==> config.mk <==
export PLATFORM = sky130hd
export DESIGN_NAME = store_buffer
export DESIGN_NICKNAME = d
export VERILOG_FILES = /design/src/rtl/sb_pkg.sv /design/src/rtl/sb_match.sv /design/src/rtl/store_buffer.sv
export SDC_FILE = /design/constraint.sdc
export NUM_CORES = 1
export LEC_CHECK = 0
export CAP_MARGIN = 20
export CORE_ASPECT_RATIO = 0.8
export CORE_MARGIN = 5
export CORE_UTILIZATION = 40
export DETAILED_ROUTE_END_ITERATION = 10
export SLEW_MARGIN = 20
export SYNTH_ARGS = -nofsm -noshare
export SYNTH_HDL_FRONTEND = slang
export SYNTH_SLANG_ARGS = --single-unit
==> constraint.sdc <==
create_clock -name clk -period 3.3 [get_ports clk]
set_clock_uncertainty 0.1 [all_clocks]
set_input_delay 0.495 -clock clk [delete_from_list [all_inputs] [get_ports clk]]
set_output_delay 0.495 -clock clk [all_outputs]
set_load 0.02 [all_outputs]
==> src/rtl/sb_pkg.sv <==
// Shared types and defaults for the store buffer between the M stage and dmemory.
package sb_pkg;

  localparam int SB_DEPTH = 4;
  localparam int SB_AW    = 32;
  localparam int SB_DW    = 32;

  typedef enum logic [1:0] {
    WORD = 2'b00,
    HALF = 2'b01,
    BYTE = 2'b10
  } byte_access_t;

  typedef struct packed {
    logic [SB_AW-1:0] addr;
    logic [SB_DW-1:0] data;
    byte_access_t     bacc;
  } sb_entry_t;

endpackage

==> src/rtl/sb_match.sv <==
// Word-granular load/store address comparator: flags a RAW hazard when a load
// targets the same 32-bit word as any valid pending store.
module sb_match #(
  parameter int DEPTH = 4,
  parameter int AW    = 32
) (
  input  logic            rd,
  input  logic [AW-3:0]   ld_word,
  input  logic [AW-3:0]   st_word [DEPTH],
  input  logic [DEPTH-1:0] valid,
  output logic            hazard
);

  // OR-reduce the per-entry matches; sub-word overlap is not resolved on purpose
  always_comb begin
    hazard = 1'b0;
    for (int i = 0; i < DEPTH; i++) begin
      if (rd && valid[i] && (st_word[i] == ld_word)) hazard = 1'b1;
    end
  end

endmodule

==> src/rtl/store_buffer.sv <==
// Posted-write FIFO: retires M-stage stores immediately and drains them into
// dmemory one per cycle whenever the port is not claimed by a load.
module store_buffer
  import sb_pkg::*;
#(
  parameter int DEPTH = SB_DEPTH,
  parameter int AW    = 32,
  parameter int DW    = 32
) (
  input  logic                     clk,
  input  logic                     reset,
  input  logic                     MemWriteM,
  input  logic                     MemReadM,
  input  logic [AW-1:0]            ALUResultM,
  input  logic [DW-1:0]            WriteDataM,
  input  logic [1:0]               ByteAccessM,
  output logic                     StallM,
  output logic                     MemWriteD,
  output logic [AW-1:0]            AddrD,
  output logic [DW-1:0]            WriteDataD,
  output logic [1:0]               ByteAccessD,
  output logic                     SbEmpty,
  output logic [$clog2(DEPTH):0]   SbCount
);

  localparam int PW = $clog2(DEPTH);
  localparam int CW = PW + 1;

  logic [AW-1:0]    addr_q [DEPTH];
  logic [DW-1:0]    data_q [DEPTH];
  byte_access_t     bacc_q [DEPTH];
  logic [AW-3:0]    word_q [DEPTH];
  logic [DEPTH-1:0] valid_q;
  logic [PW-1:0]    head_q;
  logic [PW-1:0]    tail_q;
  logic [CW-1:0]    count_q;

  logic full;
  logic empty;
  logic ld_only;
  logic hazard;
  logic enq;
  logic drain;

  assign full  = (count_q == CW'(DEPTH));
  assign empty = (count_q == '0);

  // A store in the same cycle as a load wins; the load is not hazard-checked
  assign ld_only = MemReadM && !MemWriteM;

  // Word addresses of all entries for the hazard comparator
  always_comb begin
    for (int i = 0; i < DEPTH; i++) word_q[i] = addr_q[i][AW-1:2];
  end

  sb_match #(
    .DEPTH (DEPTH),
    .AW    (AW)
  ) u_match (
    .rd      (ld_only),
    .ld_word (ALUResultM[AW-1:2]),
    .st_word (word_q),
    .valid   (valid_q),
    .hazard  (hazard)
  );

  assign enq    = MemWriteM && !full;
  assign drain  = !empty && (!MemReadM || hazard);
  assign StallM = (MemWriteM && full) || hazard;

  assign MemWriteD   = drain;
  assign AddrD       = drain ? addr_q[head_q] : ALUResultM;
  assign WriteDataD  = drain ? data_q[head_q] : '0;
  assign ByteAccessD = drain ? bacc_q[head_q] : ByteAccessM;
  assign SbEmpty     = empty;
  assign SbCount     = count_q;

  // Pointer, occupancy and valid bookkeeping; reset discards pending stores
  always_ff @(posedge clk or negedge reset) begin
    if (!reset) begin
      head_q  <= '0;
      tail_q  <= '0;
      count_q <= '0;
      valid_q <= '0;
    end else begin
      if (drain) begin
        valid_q[head_q] <= 1'b0;
        head_q          <= head_q + PW'(1);
      end
      if (enq) begin
        valid_q[tail_q] <= 1'b1;
        tail_q          <= tail_q + PW'(1);
      end
      case ({enq, drain})
        2'b10:   count_q <= count_q + CW'(1);
        2'b01:   count_q <= count_q - CW'(1);
        default: count_q <= count_q;
      endcase
    end
  end

  // Entry payload capture; contents are qualified by valid so need no reset
  always_ff @(posedge clk) begin
    if (enq) begin
      addr_q[tail_q] <= ALUResultM;
      data_q[tail_q] <= WriteDataM;
      bacc_q[tail_q] <= byte_access_t'(ByteAccessM);
    end
  end

  a_no_overflow : assert property (@(posedge clk) disable iff (!reset)
    count_q <= CW'(DEPTH));
  a_count_matches_valid : assert property (@(posedge clk) disable iff (!reset)
    int'(count_q) == $countones(valid_q));

endmodule
---- After elaboration in Yosys (flattened, before gate mapping) ----
Memory sizes are Yosys's and may differ from the RTL's.
Cells that the tools add are included.
storage, ports and cells
  memories kept ........................... 3
  memory bits (read-only) ................. 0
  RAM bits ................................ 264
  bits of input ports ..................... 70
  bits in registers ....................... 11
  output and inout bits ................... 72
  logic and storage cells ................. 63
  bits in latches ......................... 0
cells by class
  add/sub/neg operators ................... 4
  $mul .................................... 0
  eq/ne operators ......................... 7
  bitwise operators ....................... 3
  multiplexer cells ....................... 16
  reduce and logical (&&, ||, !) cells .... 22
  shift operators ......................... 0
  divide/modulo/power cells ............... 0
  order comparisons ....................... 4
memories
  name    depth  bits a word  rd ports  clocked after memory_dff  wr ports  RTL line            text
  addr_q  4      32           5         0                         1         store_buffer.sv:29  logic [AW-1:0] addr_q [DEPTH];
  data_q  4      32           1         0                         1         store_buffer.sv:30  logic [DW-1:0] data_q [DEPTH];
  bacc_q  4      2            1         0                         1         store_buffer.sv:31  byte_access_t bacc_q [DEPTH];
operator list
  kind                   count
  $eq A30 B30 Y1         4
  $mux W32               2
  $logic_and A1 B1 Y1    14
  $mux W1                8
  $mux W4                2
  $lt A2 B3 Y1 const B   2
  $pmux W3 S2            1
  $add A2 B1 Y2 const B  2
  $and A4 B4 Y4          1
  $demux W1 S2           2
  $ge A2 B1 Y1 const B   2
  $logic_not A1 Y1       4
  $not A4 Y4             1
  $or A4 B4 Y4           1
  $add A3 B1 Y3 const B  1
  $eq A3 B3 Y1 const B   1
  $logic_not A3 Y1       1
  $sub A3 B1 Y3 const B  1
  $eq A2 B1 Y1 const B   1
  $eq A2 B2 Y1 const B   1
  $logic_or A1 B1 Y1     2
  $mux W2                1
  $reduce_bool A2 Y1     1

---- Longest topological paths before layout ----
  depth in word-level cells ............... 13
  mapped depth ............................ 14
  depth with buffers taken out ............ 11

---- Modules after synthesis ----
A second synthesis with hierarchy kept.
second synthesis, totals
  cell total of the unflattened synthesis .. 655
  area total of the unflattened synthesis .. 12288.0 sq um
modules (own cells, without submodules)
  module        area an instance (sq um)  times used  cells each  seq. area each (sq um)
  store_buffer  10877.9                   1           483         8202.9
  sb_match      1410.1                    1           172         0.0

---- Worst setup path after synthesis ----
Ideal clock, no wire load.
  path type ............................... in2reg
  start point ............................. input ALUResultM[29]
  end point ............................... register count_q[2] (netlist: SbCount[2])
  path buffers ............................ 3
  cell stages on the path ................. 14
  setup time .............................. 0.080 ns
  setup slack ............................. 0.123 ns
  arrival time ............................ 2.997 ns
  data required time ...................... 3.120 ns
  cells stage by stage .................... clkbuf_1 xor2_1 nor4_1 nand4_1 o22a_1 a31oi_4 buf_6 buf_6 ha_1 inv_1 fa_1 xor2_1 nor2_1 xor2_1
on the way
  longest elaborated chain between the ends .. 10
  elaborated cells on any way between the ends .. 18
  classes of those cells .................. 6 x eq/ne; 5 x mux; 7 x reduce/logical
RTL lines
  what                                                      RTL line            text
  from (decl)                                               store_buffer.sv:14  input logic [AW-1:0] ALUResultM,
  $eq A30 B30 Y1                                            sb_match.sv:18      if (rd && valid[i] && (st_word[i] == ld_word)) hazard = 1'b1;
  $logic_and A1 B1 Y1                                       sb_match.sv:18
  $mux W1 (3 in a row)                                      sb_match.sv:18
  $mux W1 (*)                                               sb_match.sv:18
  $logic_or A1 B1 Y1 (*)                                    store_buffer.sv:68  assign drain = !empty && (!MemReadM || hazard);
  $logic_and A1 B1 Y1 (*)                                   store_buffer.sv:68
  named net MemWriteD                                       store_buffer.sv:18  output logic MemWriteD,
  $eq A2 B1 Y1 / $eq A2 B2 Y1 (equally long branches)       store_buffer.sv:94  case ({enq, drain})
  $pmux W3 S2 / $reduce_bool A2 Y1 (equally long branches)  n/a
  to (signal assigned)                                      store_buffer.sv:95  2'b10: count_q <= count_q + CW'(1);
  to (signal assigned)                                      store_buffer.sv:96  2'b01: count_q <= count_q - CW'(1);
  to (signal assigned)                                      store_buffer.sv:97  default: count_q <= count_q;
  to (decl)                                                 store_buffer.sv:36  logic [CW-1:0] count_q;
The timed path passes the listed nets; every way through them passes the cells marked *.
A chain may end at the register's enable or synchronous reset.

==> Implementation_results.wiki <==
{| class="wikitable"
! Metric !! Value
|-
| Synthesized area || 0.01224 mm2
|-
| Area added between synthesis and finish || 32.95%
|-
| Synthesized instance count || 678
|-
| Type of origin of the critical path || flop
|-
| TritonCTS clock tree || yes
|-
| Synth top cells by count || edfxtp_1, xor2_1, mux4_2
|-
| Count of warnings emitted by yosys || 0
|-
| Data required time at the worst endpoint || 2.70 ns
|-
| Inserted Clock Buffers || 29
|-
| Sinks on Clock Net || 275
|-
| Fraction of final layout cells with drive strength greater than 1 || 0.3928
|-
| Clock latency on the worst-skew pair || 0.56 ns
|-
| Slew headroom || 0.6082
|-
| Maximum number of pins on one net before global-route repair || 42
|-
| Post-DR wirelength/cell || 22.90 um
|-
| Routed vias || 6858
|-
| Final Wtd Congestion || 0.7758
|-
| Crit path max fanout || 8
|-
| # setup viols final || 69
|-
| FILL cells || 2450
|-
| Main area contributors after synthesis || edfxtp_1, mux4_2, xor2_1
|-
| Remaining antenna violation count || 0
|-
| Number of synthesized register bits || 275
|-
| Clk buf depth || 3
|-
| Die extent in x || 205.6 um
|-
| Cell with the most instances after synthesis || edfxtp_1
|-
| Setup Crit Path Kind || reg2out
|-
| Cell count after placement || 1262
|-
| Pwr Density || 820.2 mW/mm2
|-
| CTS Root Buffer Type || clkbuf_16
|-
| Synth Net Count || 758
|-
| Post-layout power || 13.35 mW
|-
| Final critical-path setup slack || -0.4277 ns
|-
| Worst-path clk slew || 0.06 ns
|-
| Final critical delay including setup and external delays || 3.728 ns
|-
| Dominant synthesized flop cell || edfxtp_1
|-
| Initial antenna violation count || 2
|-
| Post-synthesis cell type count || 30
|-
| Count of TritonRoute iterations in the first routing pass || 4
|-
| Iteration-0 DRC Markers || 481
|-
| Largest vdd supply drop || 0.4949 mV
|-
| FFs w/ async S/R, synth || 0.04000
|-
| Net count of the finished layout || 977
|-
| Number of synthesized flops with an enable pin || 264
|-
| Violated checks || setup timing
|-
| Standard cell area after detailed placement || 0.01468 mm2
|-
| Classification of the worst-slack hold path || in2async
|-
| Global-route usage over all layers || 0.1735
|-
| Vias/cell || 5.145
|-
| Global route overflow || 0
|-
| Via count of the first global-routing pass || 7456
|-
| Final HPWL DP || 19.34 mm
|-
| Outcome || complete, but fails checks
|-
| Standard cell core area || 0.03031 mm2
|-
| Setup repair after global routing missed its margin || true
|-
| Routing usage on met1 || 0.2407
|-
| Worst EP arrival || 3.13 ns
|-
| Sort of element at the end of the critical path || output port
|-
| Placement row count || 57
|-
| Met3 usage in global routing || 0.03791
|-
| Fmax || 0.2683 GHz
|-
| Number of cells in the finished layout apart from fillers || 1333
|-
| Setup slack at placement || -1.083 ns
|-
| Port buffer count || 141
|-
| Starting Density || 0.4038
|-
| DRC violation count after routing || 0
|-
| Static Leak || 5.907 nW
|-
| Number of levels in the clock H-tree || 1
|-
| Pin slew with the least headroom to its limit || 0.5865 ns
|-
| Busiest layer in global routing || met2
|-
| Slew Viols, Final || 0
|-
| Synth Area per Inst || 18.05 um2
|-
| Final number of hold-violating endpoints || 0
|-
| Hold Buf Count CTS || 0
|-
| Floorplan die area || 0.03422 mm2
|-
| Wire length of the first global-routing pass || 45.46 mm
|-
| Number of top-level design ports || 142
|-
| Max cap viols || 0
|-
| Share of the synthesized area in the top cell type || 0.6477
|-
| Die height || 166.5 um
|-
| Share of the clock period used by the worst path || 1.130
|-
| Post-synth top area cell || edfxtp_1
|-
| Post-route cell area || 0.01627 mm2
|-
| Fraction of the yosys area taken by sequential cells || 0.6702
|-
| Met2 track utilization from global routing || 0.2838
|-
| Total wire length || 30.53 mm
|}
[cells by family (layout without fill, tap and decap cells)]
kind of cell,count (synthesis),count (layout),synth area share
AO/OA/AOI/OAI,9,9,0.007054
other,0,1,0
XOR/XNOR,125,125,0.08945
flip-flops,275,275,0.6702
multiplexers,102,102,0.1545
AND/OR/NAND/NOR,91,91,0.04396
adder cells (fa/ha/maj),10,10,0.01084
buffers and inverters,66,307,0.02402
[cell type report]
class | instances | area [um2] | area share
Inverter | 13 | 48.80 | 0.002999
Sequential cell | 275 | 8208 | 0.5044
Clock inverter | 17 | 167.7 | 0.01030
Antenna cell | 1 | 2.502 | 0.0001538
Timing Repair Buffer | 241 | 2475 | 0.1521
Multi-Input combinational cell | 337 | 4101 | 0.2521
Tap cell | 413 | 516.7 | 0.03176
Clock buffer | 36 | 752.0 | 0.04621
[metrics by stage]
step	hold WS, ns	utilization	TNS [ns]
floorplan	0.09941	-	0
global placement	0.4238	0.4842	-71.71
detailed placement	0.4359	0.4842	-69.53
CTS	0.1732	0.5248	-22.15
global route	0.2054	0.5368	-31.85
finish	0.1806	0.5368	-25.33
[registers in the layout, indices dropped and copies added, names as in the netlist]
name,cells
data_q,128
valid_q,4
addr_q,128
SbCount,3
bacc_q,8
head_q,2
tail_q,2
[placed cells by master (no fill, tap or decap), types with 12 or more instances in the layout]
master,instances
and2_4,23
buf_12,12
buf_4,86
buf_6,62
clkbuf_16,31
clkdlybuf4s50_1,55
dlygate4sd2_1,18
edfxtp_1,264
mux2_4,34
mux4_2,66
nor4_1,13
nor4_2,12
xor2_1,119
[where the power goes]
part           internal, mW  switching, mW  leakage [nW]  total [mW]
combinational          2.65           2.63          2.91        5.28
clock                  1.85           1.30         0.455        3.15
sequential             4.63          0.283          2.55        4.91
total                  9.13           4.21          5.91        13.3
[final timing paths]
check	startpoint	end	slack [ns]	depth (start not counted)
min in group clk	ALUResultM[11]	addr_q[0][11]	0.37	1
setup reg to reg	addr_q[3][24]	SbCount[2]	-0.15	17
hold reg to reg	SbCount[2]	SbCount[2]	0.45	1
setup / recovery	addr_q[3][24]	WriteDataD[12]	-0.43	12
max in group asynchronous	reset	head_q[0]	2.52	1
hold / removal	reset	SbCount[0]	0.18	1
[critical path, stage by stage, from the launching register on]
cell	delay (ns)
edfxtp_1	0.41
xor2_1	0.19
nor4_2	0.41
buf_4	0.18
nand4_1	0.08
o22a_1	0.26
a31oi_4	0.24
buf_6	0.17
buf_12	0.16
buf_12	0.12
buf_8	0.10
and2_4	0.14
buf_6	0.11
[layer usage]
layer	up-vias	part of all wire	routed length [um]
met3	50	0.062	1886
met2	211	0.48	14770
met5	-	0.00043	13
met1	3534	0.43	13100
met4	2	0.025	763
li1	3061	-	-
[what timing repair did]
action                     CTS  global route
gates cloned                 4             2
pin swaps                   13             8
setup endpoints to repair   70            70
setup buffers               10             2
gates resized for setup    422            92
Power figures use the tool's default switching activity.
